===== src/rtl/cdb_arbiter.sv =====
// Round-robin common-data-bus arbiter: grants up to CDB_DEPTH functional-unit
// results per cycle and broadcasts them on registered, contiguously filled lanes.
`ifndef CDB_DEPTH
`define CDB_DEPTH 2
`endif

module cdb_arbiter #(
    parameter int FU_COUNT  = 4,
    parameter int CDB_DEPTH = `CDB_DEPTH,
    parameter int DATA_W    = 32,
    parameter int ADDR_W    = 32,
    parameter int TAG_W     = 6
) (
    input  logic                             clk,
    input  logic                             n_rst,
    input  logic                             i_flush,
    input  logic [FU_COUNT-1:0]              i_fu_valid,
    input  logic [FU_COUNT-1:0]              i_fu_redirect,
    input  logic [FU_COUNT-1:0][DATA_W-1:0]  i_fu_data,
    input  logic [FU_COUNT-1:0][ADDR_W-1:0]  i_fu_addr,
    input  logic [FU_COUNT-1:0][TAG_W-1:0]   i_fu_tag,
    output logic [FU_COUNT-1:0]              o_fu_stall,
    output logic [CDB_DEPTH-1:0]             o_cdb_en,
    output logic [CDB_DEPTH-1:0]             o_cdb_redirect,
    output logic [CDB_DEPTH-1:0][DATA_W-1:0] o_cdb_data,
    output logic [CDB_DEPTH-1:0][ADDR_W-1:0] o_cdb_addr,
    output logic [CDB_DEPTH-1:0][TAG_W-1:0]  o_cdb_tag
);

    localparam int PTR_W = $clog2(FU_COUNT);
    localparam int CNT_W = $clog2(CDB_DEPTH + 1);

    logic [PTR_W-1:0]                  ptr_q, ptr_d;
    logic [CDB_DEPTH-1:0]              en_q, en_d;
    logic [CDB_DEPTH-1:0]              redirect_q, redirect_d;
    logic [CDB_DEPTH-1:0][DATA_W-1:0]  data_q, data_d;
    logic [CDB_DEPTH-1:0][ADDR_W-1:0]  addr_q, addr_d;
    logic [CDB_DEPTH-1:0][TAG_W-1:0]   tag_q, tag_d;

    logic [FU_COUNT-1:0]               grant;
    logic [CDB_DEPTH-1:0]              lane_vld;
    logic [CDB_DEPTH-1:0][PTR_W-1:0]   lane_src;
    logic [CNT_W-1:0]                  grant_cnt;
    logic [PTR_W:0]                    scan_idx;
    logic [PTR_W:0]                    next_ptr;
    logic [PTR_W-1:0]                  last_idx;

    // Scan from ptr with wrap; the k-th valid requester found drives lane k.
    always_comb begin
        grant     = '0;
        lane_vld  = '0;
        lane_src  = '0;
        grant_cnt = '0;
        last_idx  = ptr_q;
        scan_idx  = '0;
        for (int s = 0; s < FU_COUNT; s++) begin
            scan_idx = {1'b0, ptr_q} + (PTR_W+1)'(s);
            if (scan_idx >= (PTR_W+1)'(FU_COUNT)) begin
                scan_idx = scan_idx - (PTR_W+1)'(FU_COUNT);
            end
            if (n_rst && !i_flush && i_fu_valid[scan_idx[PTR_W-1:0]] &&
                (grant_cnt < CNT_W'(CDB_DEPTH))) begin
                grant[scan_idx[PTR_W-1:0]] = 1'b1;
                for (int k = 0; k < CDB_DEPTH; k++) begin
                    if (grant_cnt == CNT_W'(k)) begin
                        lane_vld[k] = 1'b1;
                        lane_src[k] = scan_idx[PTR_W-1:0];
                    end
                end
                grant_cnt = grant_cnt + CNT_W'(1);
                last_idx  = scan_idx[PTR_W-1:0];
            end
        end
    end

    always_comb begin
        next_ptr = {1'b0, last_idx} + (PTR_W+1)'(1);
        if (next_ptr >= (PTR_W+1)'(FU_COUNT)) begin
            next_ptr = next_ptr - (PTR_W+1)'(FU_COUNT);
        end
        ptr_d = (grant_cnt != '0) ? next_ptr[PTR_W-1:0] : ptr_q;
    end

    // Idle lanes drop en but keep their last payload.
    always_comb begin
        en_d       = lane_vld;
        redirect_d = redirect_q;
        data_d     = data_q;
        addr_d     = addr_q;
        tag_d      = tag_q;
        for (int k = 0; k < CDB_DEPTH; k++) begin
            if (lane_vld[k]) begin
                redirect_d[k] = i_fu_redirect[lane_src[k]];
                data_d[k]     = i_fu_data[lane_src[k]];
                addr_d[k]     = i_fu_addr[lane_src[k]];
                tag_d[k]      = i_fu_tag[lane_src[k]];
            end
        end
    end

    always_ff @(posedge clk or negedge n_rst) begin
        if (!n_rst) begin
            ptr_q      <= '0;
            en_q       <= '0;
            redirect_q <= '0;
            data_q     <= '0;
            addr_q     <= '0;
            tag_q      <= '0;
        end else begin
            ptr_q      <= ptr_d;
            en_q       <= en_d;
            redirect_q <= redirect_d;
            data_q     <= data_d;
            addr_q     <= addr_d;
            tag_q      <= tag_d;
        end
    end

    assign o_fu_stall     = i_flush ? '0 : (i_fu_valid & ~grant);
    assign o_cdb_en       = en_q;
    assign o_cdb_redirect = redirect_q;
    assign o_cdb_data     = data_q;
    assign o_cdb_addr     = addr_q;
    assign o_cdb_tag      = tag_q;

endmodule


===== config.mk =====
export PLATFORM = sky130hd
export DESIGN_NAME = cdb_arbiter
export DESIGN_NICKNAME = d
export VERILOG_FILES = /design/src/rtl/cdb_arbiter.sv
export SDC_FILE = /design/constraint.sdc
export NUM_CORES = 1
export LEC_CHECK = 0
export CAP_MARGIN = 20
export CORE_AREA = 4 4 171 173
export DETAILED_ROUTE_END_ITERATION = 6
export DIE_AREA = 0 0 175 177
export PLACE_DENSITY = 0.68
export SYNTH_ARGS = -nofsm -noshare
export SYNTH_HDL_FRONTEND = slang
export SYNTH_SLANG_ARGS = --single-unit

===== constraint.sdc =====
create_clock -name clk -period 13.74 [get_ports clk]
set_input_delay 2.748 -clock clk [delete_from_list [all_inputs] [get_ports clk]]
set_output_delay 2.748 -clock clk [all_outputs]
set_load 0.01 [all_outputs]

==> flow_summary_export.csv, run 1 <==
group,metric,value,unit
outcome,status,"finished, final reports clean",
critical_path,crit_chain,"clkdlybuf4s50_1 -> mux4_2 -> and2_1 -> ha_1 -> or4b_4 -> o32ai_4 -> a222oi_1 -> nand3b_1 -> a21oi_1 -> clkdlybuf4s50_1",
logic_synthesis,ys_warn_count,0,
logic_synthesis,synth_area_leader_cell,"dfrtp_1",
route,dr_total_vias,10000,
logic_synthesis,synth-async-reset-ratio,100,%
timing,final_hold_viol_count,0,
clock_tree,path_clk_slew,0.06,ns
route,wire_per_inst,23.1,µm
cells_and_area,final_common_cell,"clkdlybuf4s50_1",
cells_and_area,register_area,3650,µm²
timing,drv_slew,0,
critical_path,critical_path_class,"in2out",
critical_path,arrival,6.23,ns
logic_synthesis,synth_fp_nets,1312,
clock_tree,clk_path_buf_depth,2,
grt,grt_pass1_wl,61700,µm
critical_path,cpMaxStageDelayCell,"or4b_4",
timing,setup_tns,0,ns
floorplan,die_h,177,µm
clock_tree,cts_tree,"yes",
placement,dpl.cell_count,1743,
route,drt_iter0_drc,538,
cells_and_area,nets,1690,
timing,setup_viol,0,
critical_path,ff2ff_path_depth,15,
timing,max_freq,0.111,GHz
clock_tree,h-tree-depth,4,
logic_synthesis,ys_types,53,
critical_path,cp-start-kind,"input port",
cells_and_area,area_delta_synth_final,51.0,%
timing,rsz0062_at_grt,"false",
grt,grt_pass1_vias,10200,
logic_synthesis,synth-edff-count,0,
logic_synthesis,syn_avg_cell_area,10.1,µm²
clock_tree,post_cts_buffers,0,
critical_path,crit_family,"buffers and inverters",
floorplan,die_area,31000,µm²
logic_synthesis,syn_inst,1006,
floorplan,core,27600,µm²
grt,grt_max_degree,125,
logic_synthesis,ys_top_cells_by_area,"dfrtp_1, mux2i_1, a221oi_2, mux2_2, nand2_1",
pwr,p_per_area,226,nW/µm²
grt,groute.usage.overall,25.3,%
cells_and_area,drive_gt1_share,14.7,%
logic_synthesis,yosys.area.top_type_share,36.0,%
route,via_per_inst,5.63,
pwr,peakVddDrop,0.171,mV
clock_tree,cts_sinks,146,
route,drt_pass1_iterations,5,
timing,fin_crit_sh,65.3,%
timing,slew_headroom,23.8,%
route,drcViolationCount,0,
timing,period_minus_slack,8.97,ns
clock_tree,numCtsBuffers,17,
critical_path,crit_cells,10,
job,drv_cap,0,
logic_synthesis,synth_seq_cells,146,
floorplan,start_util,36.7,%
logic_synthesis,syn-cell-area,10100,µm²
floorplan,ios,439,
cells_and_area,most-common-layout-cells,"clkdlybuf4s50_1, nand2_1, mux2i_1, dfrtp_1, nor2_1",
clock_tree,ctsHoldBuffers,0,
min_path,hp-class,"reg2reg",
critical_path,cpPeakStageDelay,0.55,ns
critical_path,endpoint_kind,"primary output",
min_path,whs_path_depth,2,
floorplan,fp-row-count,61,
clock_tree,cts_root_buffer,"clkbuf_16",
timing,holdWs,0.582,ns
logic_synthesis,synth_ff_type,"dfrtp_1",
clock_tree,ctsResizeCount,0,
pwr,finalPower,3.46,mW
placement,io_buffers,438,
logic_synthesis,yosysSeqAreaShare,36.0,%
grt,antenna_found_initial,6,
grt,grt.overflow.total,0,
pwr,leakage,6.62,nW
timing,skew,0.0108,ns
critical_path,cp_num_buf_inv,2,
critical_path,critical_path_required,10.99,ns
cells_and_area,multiInputGateArea,6020,µm²
cells_and_area,instances_no_fill,1777,
floorplan,die_w,175,µm
route,drt_wl_total,41100,µm
placement,gp_congestion,0.867,
critical_path,cp_max_fo,18,
cells_and_area,nFillCells,2521,
timing,tightestPinTransition,1.14,ns
placement,dp_hpwl,27700,µm
route,ant_nets,0,
clock_tree,clkLatencyLatePin,0.42,ns
critical_path,cp_common_cell,"clkdlybuf4s50_1",
worst paths after layout:
kind / startpoint / to / slack [ns]
min in group asynchronous: n_rst / o_cdb_data[48]$_DFFE_PN0P_ / 2.17
setup / recovery: i_fu_valid[1] / o_fu_stall[1] / 4.77
max in group asynchronous: n_rst / o_cdb_addr[47]$_DFFE_PN0P_ / 9.50
setup reg to reg: ptr_q[0]$_DFFE_PN0P_ / o_cdb_data[35]$_DFFE_PN0P_ / 7.35
hold reg to reg: o_cdb_data[7]$_DFFE_PN0P_ / o_cdb_data[7]$_DFFE_PN0P_ / 0.58
hold / removal: o_cdb_data[7]$_DFFE_PN0P_ / o_cdb_data[7]$_DFFE_PN0P_ / 0.58
logic make-up (layout without fill, tap and decap cells):
kind of cell | count (synthesis) | count (layout) | share of synthesized area (%)
flops | 146 | 146 | 36.0
compound gates | 250 | 250 | 22.2
other cells | 0 | 3 | 0
fa+ha+maj | 15 | 15 | 1.85
xor+xnor | 3 | 3 | 0.259
buf+inv | 101 | 491 | 5.38
simple gates | 266 | 266 | 10.7
mux | 225 | 225 | 23.6
tightest hold or removal path, delay by kind of cell, from the launching register on:
kind,cells,cell delay (ns)
flip-flops,1,0.37
AO/OA/AOI/OAI,1,0.04
AND/OR/NAND/NOR,1,0.12
layout make-up:
| class | count | share of cell area (%) |
|---|---|---|
| repair buffers | 450 | 29.4 |
| flip-flops and latches | 146 | 23.8 |
| clock buffers | 18 | 2.80 |
| diodes | 3 | 0.0490 |
| well taps | 378 | 3.09 |
| multi-input cells | 759 | 39.3 |
| inverters | 10 | 0.245 |
| clock inverters | 13 | 1.29 |
cell usage after synthesis, types with 4 or more instances:
cell type,number
ha_1,15
clkbuf_1,39
o21ai_0,6
nand2b_1,4
mux2i_1,146
nor3_1,4
buf_2,33
nand3_1,4
mux2_2,71
a222oi_1,4
inv_1,10
dfrtp_1,146
nand3b_1,4
a21oi_1,9
buf_6,10
nor2_1,75
buf_4,4
nand2_1,160
a31oi_1,73
a221oi_2,70
o22ai_1,71
stage by stage:
| stage | setup slack, ns | utilization [%] | cell area [µm²] |
|---|---|---|---|
| 6_report | 4.77 | 55.4 | 15300 |
| 5_1_grt | 4.52 | 55.4 | 15300 |
| 4_1_cts | 4.78 | 55.4 | 15300 |
| 3_5_place_dp | 4.79 | 53.2 | 14700 |
| 3_3_place_gp | 4.87 | 53.1 | 14700 |
| 2_1_floorplan | 5.84 | - | 10100 |
layer usage:
| metal | vias to the layer above | GRT usage (%) | wire length, µm |
|---|---|---|---|
| met5 | - | 0 | 27 |
| met4 | 4 | 7.86 | 1100 |
| met3 | 61 | 6.71 | 3020 |
| met2 | 408 | 42.2 | 19900 |
| met1 | 4953 | 32.3 | 17100 |
| li1 | 4578 | - | - |
where the power goes:
group / switching, mW / internal (mW) / total, mW
combinational: 1.11 / 1.04 / 2.15
sequential: 0.129 / 0.656 / 0.785
clock: 0.212 / 0.308 / 0.520
registers in the layout, summed over array words and instances, names as in the netlist:
signal / count
o_cdb_tag: 12
o_cdb_en: 2
ptr_q: 2
o_cdb_data: 64
o_cdb_addr: 64
o_cdb_redirect: 2
(Power assumes the default switching activity.)
==> run 2, diff against run 1 <==
--- a/config.mk
+++ b/config.mk
@@ -6,10 +6,10 @@
 export NUM_CORES = 1
 export LEC_CHECK = 0
 export CAP_MARGIN = 20
-export CORE_AREA = 4 4 171 173
+export CORE_MARGIN = 4
+export CORE_UTILIZATION = 39
 export DETAILED_ROUTE_END_ITERATION = 6
-export DIE_AREA = 0 0 175 177
-export PLACE_DENSITY = 0.68
+export PLACE_DENSITY = 0.75
 export SYNTH_ARGS = -nofsm -noshare
 export SYNTH_HDL_FRONTEND = slang
 export SYNTH_SLANG_ARGS = --single-unit
==> constraint.sdc (replaced) <==
create_clock -name clk -period 7.78 [get_ports clk]
set_input_delay 1.556 -clock clk [delete_from_list [all_inputs] [get_ports clk]]
set_output_delay 1.556 -clock clk [all_outputs]
set_load 0.01 [all_outputs]
==> run 2 against run 1 <==
Sequential cell count unchanged. Worst setup slack got worse by 3.7 ns. Via count increased by 1.5%. Final cell count decreased by 2.4%. Hold slack improved by 0.0026 ns. Final area about the same. Register-to-register slack got worse by 5.3 ns. Global-route usage increased by 1.9 points. Wire length decreased by 0.91%.
==> flow_summary_export.csv, run 2 (synthesis gave the netlist of run 1 again) <==
group,metric,value,unit
grt,grt_pass1_wl,61500,µm
outcome,status,"finished, final reports clean",
floorplan,die_area,28700,µm²
route,via_per_inst,5.86,
clock_tree,cts_root_buffer,"clkbuf_16",
critical_path,critical_path_class,"in2out",
route,dr_wl_met3,3290,µm
critical_path,arrival,5.11,ns
clock_tree,clk_path_buf_depth,2,
min_path,hp-class,"reg2reg",
route,wl_met1,16400,µm
floorplan,fp-row-count,58,
floorplan,die_w,169,µm
critical_path,crit_chain,"clkdlybuf4s50_1 -> nand2b_1 -> or3_1 -> nand2_1 -> ha_1 -> nand2b_1 -> o32ai_4 -> a222oi_1 -> nand3b_1 -> a21oi_1 -> clkdlybuf4s50_1",
cells_and_area,final_common_cell,"clkdlybuf4s50_1",
min_path,min-delay-start,"o_cdb_tag[0]$_DFFE_PN0P_",
route,dr_total_vias,10200,
clock_tree,post_cts_buffers,0,
grt,antenna_found_initial,1,
clock_tree,numCtsBuffers,17,
min_path,worstHoldEndpoint,"o_cdb_tag[0]$_DFFE_PN0P_",
critical_path,reg2reg_slack,2.04,ns
cells_and_area,drive_gt1_share,15.2,%
critical_path,cp-start-kind,"input port",
clock_tree,path_clk_slew,0.06,ns
clock_tree,cts_tree,"yes",
timing,max_freq,0.150,GHz
grt,groute.usage.overall,27.2,%
route,wire_per_inst,23.4,µm
timing,setup_tns,0,ns
timing,period_minus_slack,6.67,ns
cells_and_area,fin_area,15300,µm²
placement,io_buffers,438,
placement,dpl_cell_area,14700,µm²
pwr,leakage,6.66,nW
route,drt_pass1_iterations,6,
floorplan,die_h,169,µm
critical_path,cpPeakStageDelay,0.56,ns
critical_path,cp_max_fo,18,
route,drcViolationCount,0,
cells_and_area,nFillCells,2200,
placement,gp_congestion,0.877,
floorplan,ios,439,
timing,slew_headroom,31.3,%
clock_tree,ctsHoldBuffers,0,
critical_path,cpMaxStageDelayCell,"clkdlybuf4s50_1",
timing,tightestPinTransition,1.03,ns
route,ant_nets,0,
timing,skew,0.0198,ns
floorplan,core,25400,µm²
clock_tree,h-tree-depth,4,
job,drv_cap,0,
critical_path,ff2ff_path_depth,16,
clock_tree,cts_sinks,146,
grt,grt.overflow.total,0,
cells_and_area,nets,1697,
critical_path,timing.rr.end,"o_cdb_addr[59]$_DFFE_PN0P_",
route,top_layer,"met4",
critical_path,critical_path_required,6.22,ns
floorplan,start_util,39.9,%
critical_path,endpoint_kind,"primary output",
clock_tree,clkLatencyLatePin,0.43,ns
route,drt_wl_total,40700,µm
min_path,whs_path_depth,2,
cells_and_area,area_delta_synth_final,51.1,%
pwr,p_per_area,396,nW/µm²
timing,final_hold_viol_count,0,
pwr,peakVddDrop,0.259,mV
timing,rsz0062_at_grt,"false",
cells_and_area,post-route-util,60.3,%
critical_path,r2r_start,"ptr_q[0]$_DFFE_PN0P_",
clock_tree,ctsResizeCount,0,
route,wl_met2,18800,µm
placement,dp_hpwl,28700,µm
route,drt_iter0_drc,767,
timing,drv_slew,0,
grt,grt_pass1_vias,10500,
timing,setup_viol,0,
cells_and_area,most-common-layout-cells,"clkdlybuf4s50_1, nand2_1, mux2i_1, dfrtp_1, nor2_1",
timing,fin_crit_sh,85.7,%
grt,grt_max_degree,86,
==> run 2: cell types whose count changed in the layout (fill, tap and decap cells not counted), sizes merged <==
cell | previous run | this run
clkinvlp | 3 | 1
diode | 3 | 1
inv | 15 | 17
buf | 13 | 20
clkinv | 1 | 5
bufinv | 4 | 1
==> run 2: power by group <==
part | switching, mW | leakage [nW] | internal, mW
Combinational | 1.96 | 4.75 | 1.88
Clock | 0.383 | 0.286 | 0.460
Sequential | 0.236 | 1.62 | 1.16
Total | 2.57 | 6.66 | 3.50
==> run 2: routing by layer <==
metal	up-vias	GRT usage (%)
li1	4593	-
met4	0	13.1
met1	4975	34.2
met2	497	43.8
met3	94	6.73
met5	-	0
==> run 2: area by class of cell <==
type                            instances  area [µm²]  area share, %
Sequential cell                       146        3650           23.8
Tap cell                              330         413           2.69
Inverter                               10        37.5          0.245
Timing Repair Buffer                  457        4620           30.1
Clock buffer                           18         439           2.87
Antenna cell                            1        2.50         0.0163
Multi-Input combinational cell        759        6020           39.3
Clock inverter                         14         144          0.939
==> run 2: how the worst max path moves through the flow <==
stage / start / end / slack, ns / cells after the start
3_3_place_gp: i_fu_valid[1] / o_cdb_addr[60]$_DFFE_PN0P_ / 1.17 / 14
2_1_floorplan: i_fu_valid[3] / o_fu_stall[0] / 2.26 / 10
5_1_grt: i_flush / o_fu_stall[2] / 0.83 / 11
3_5_place_dp: i_fu_valid[0] / o_cdb_addr[59]$_DFFE_PN0P_ / 1.03 / 14
6_report: i_flush / o_fu_stall[2] / 1.11 / 11
4_1_cts: i_fu_valid[0] / o_fu_stall[0] / 1.16 / 10
==> run 2: stage by stage <==
step / worst slack, ns / total power [mW] / cells / hold slack [ns]
6_report: 1.11 / 6.07 / 1735 / 0.585
5_1_grt: 0.830 / 6.42 / 1735 / 0.596
4_1_cts: 1.16 / 6.10 / 1734 / 0.587
3_5_place_dp: 1.03 / 5.24 / 1702 / 0.573
3_3_place_gp: 1.17 / 5.19 / 1702 / 0.569
2_1_floorplan: 2.26 / 3.75 / 1006 / 0.611
==> run 2: worst max-delay path: cells and delay by family <==
family	cells	cell delay [ns]
buf+inv	2	1.07
fa+ha+maj	1	0.37
simple gates	5	1.41
compound gates	3	0.70
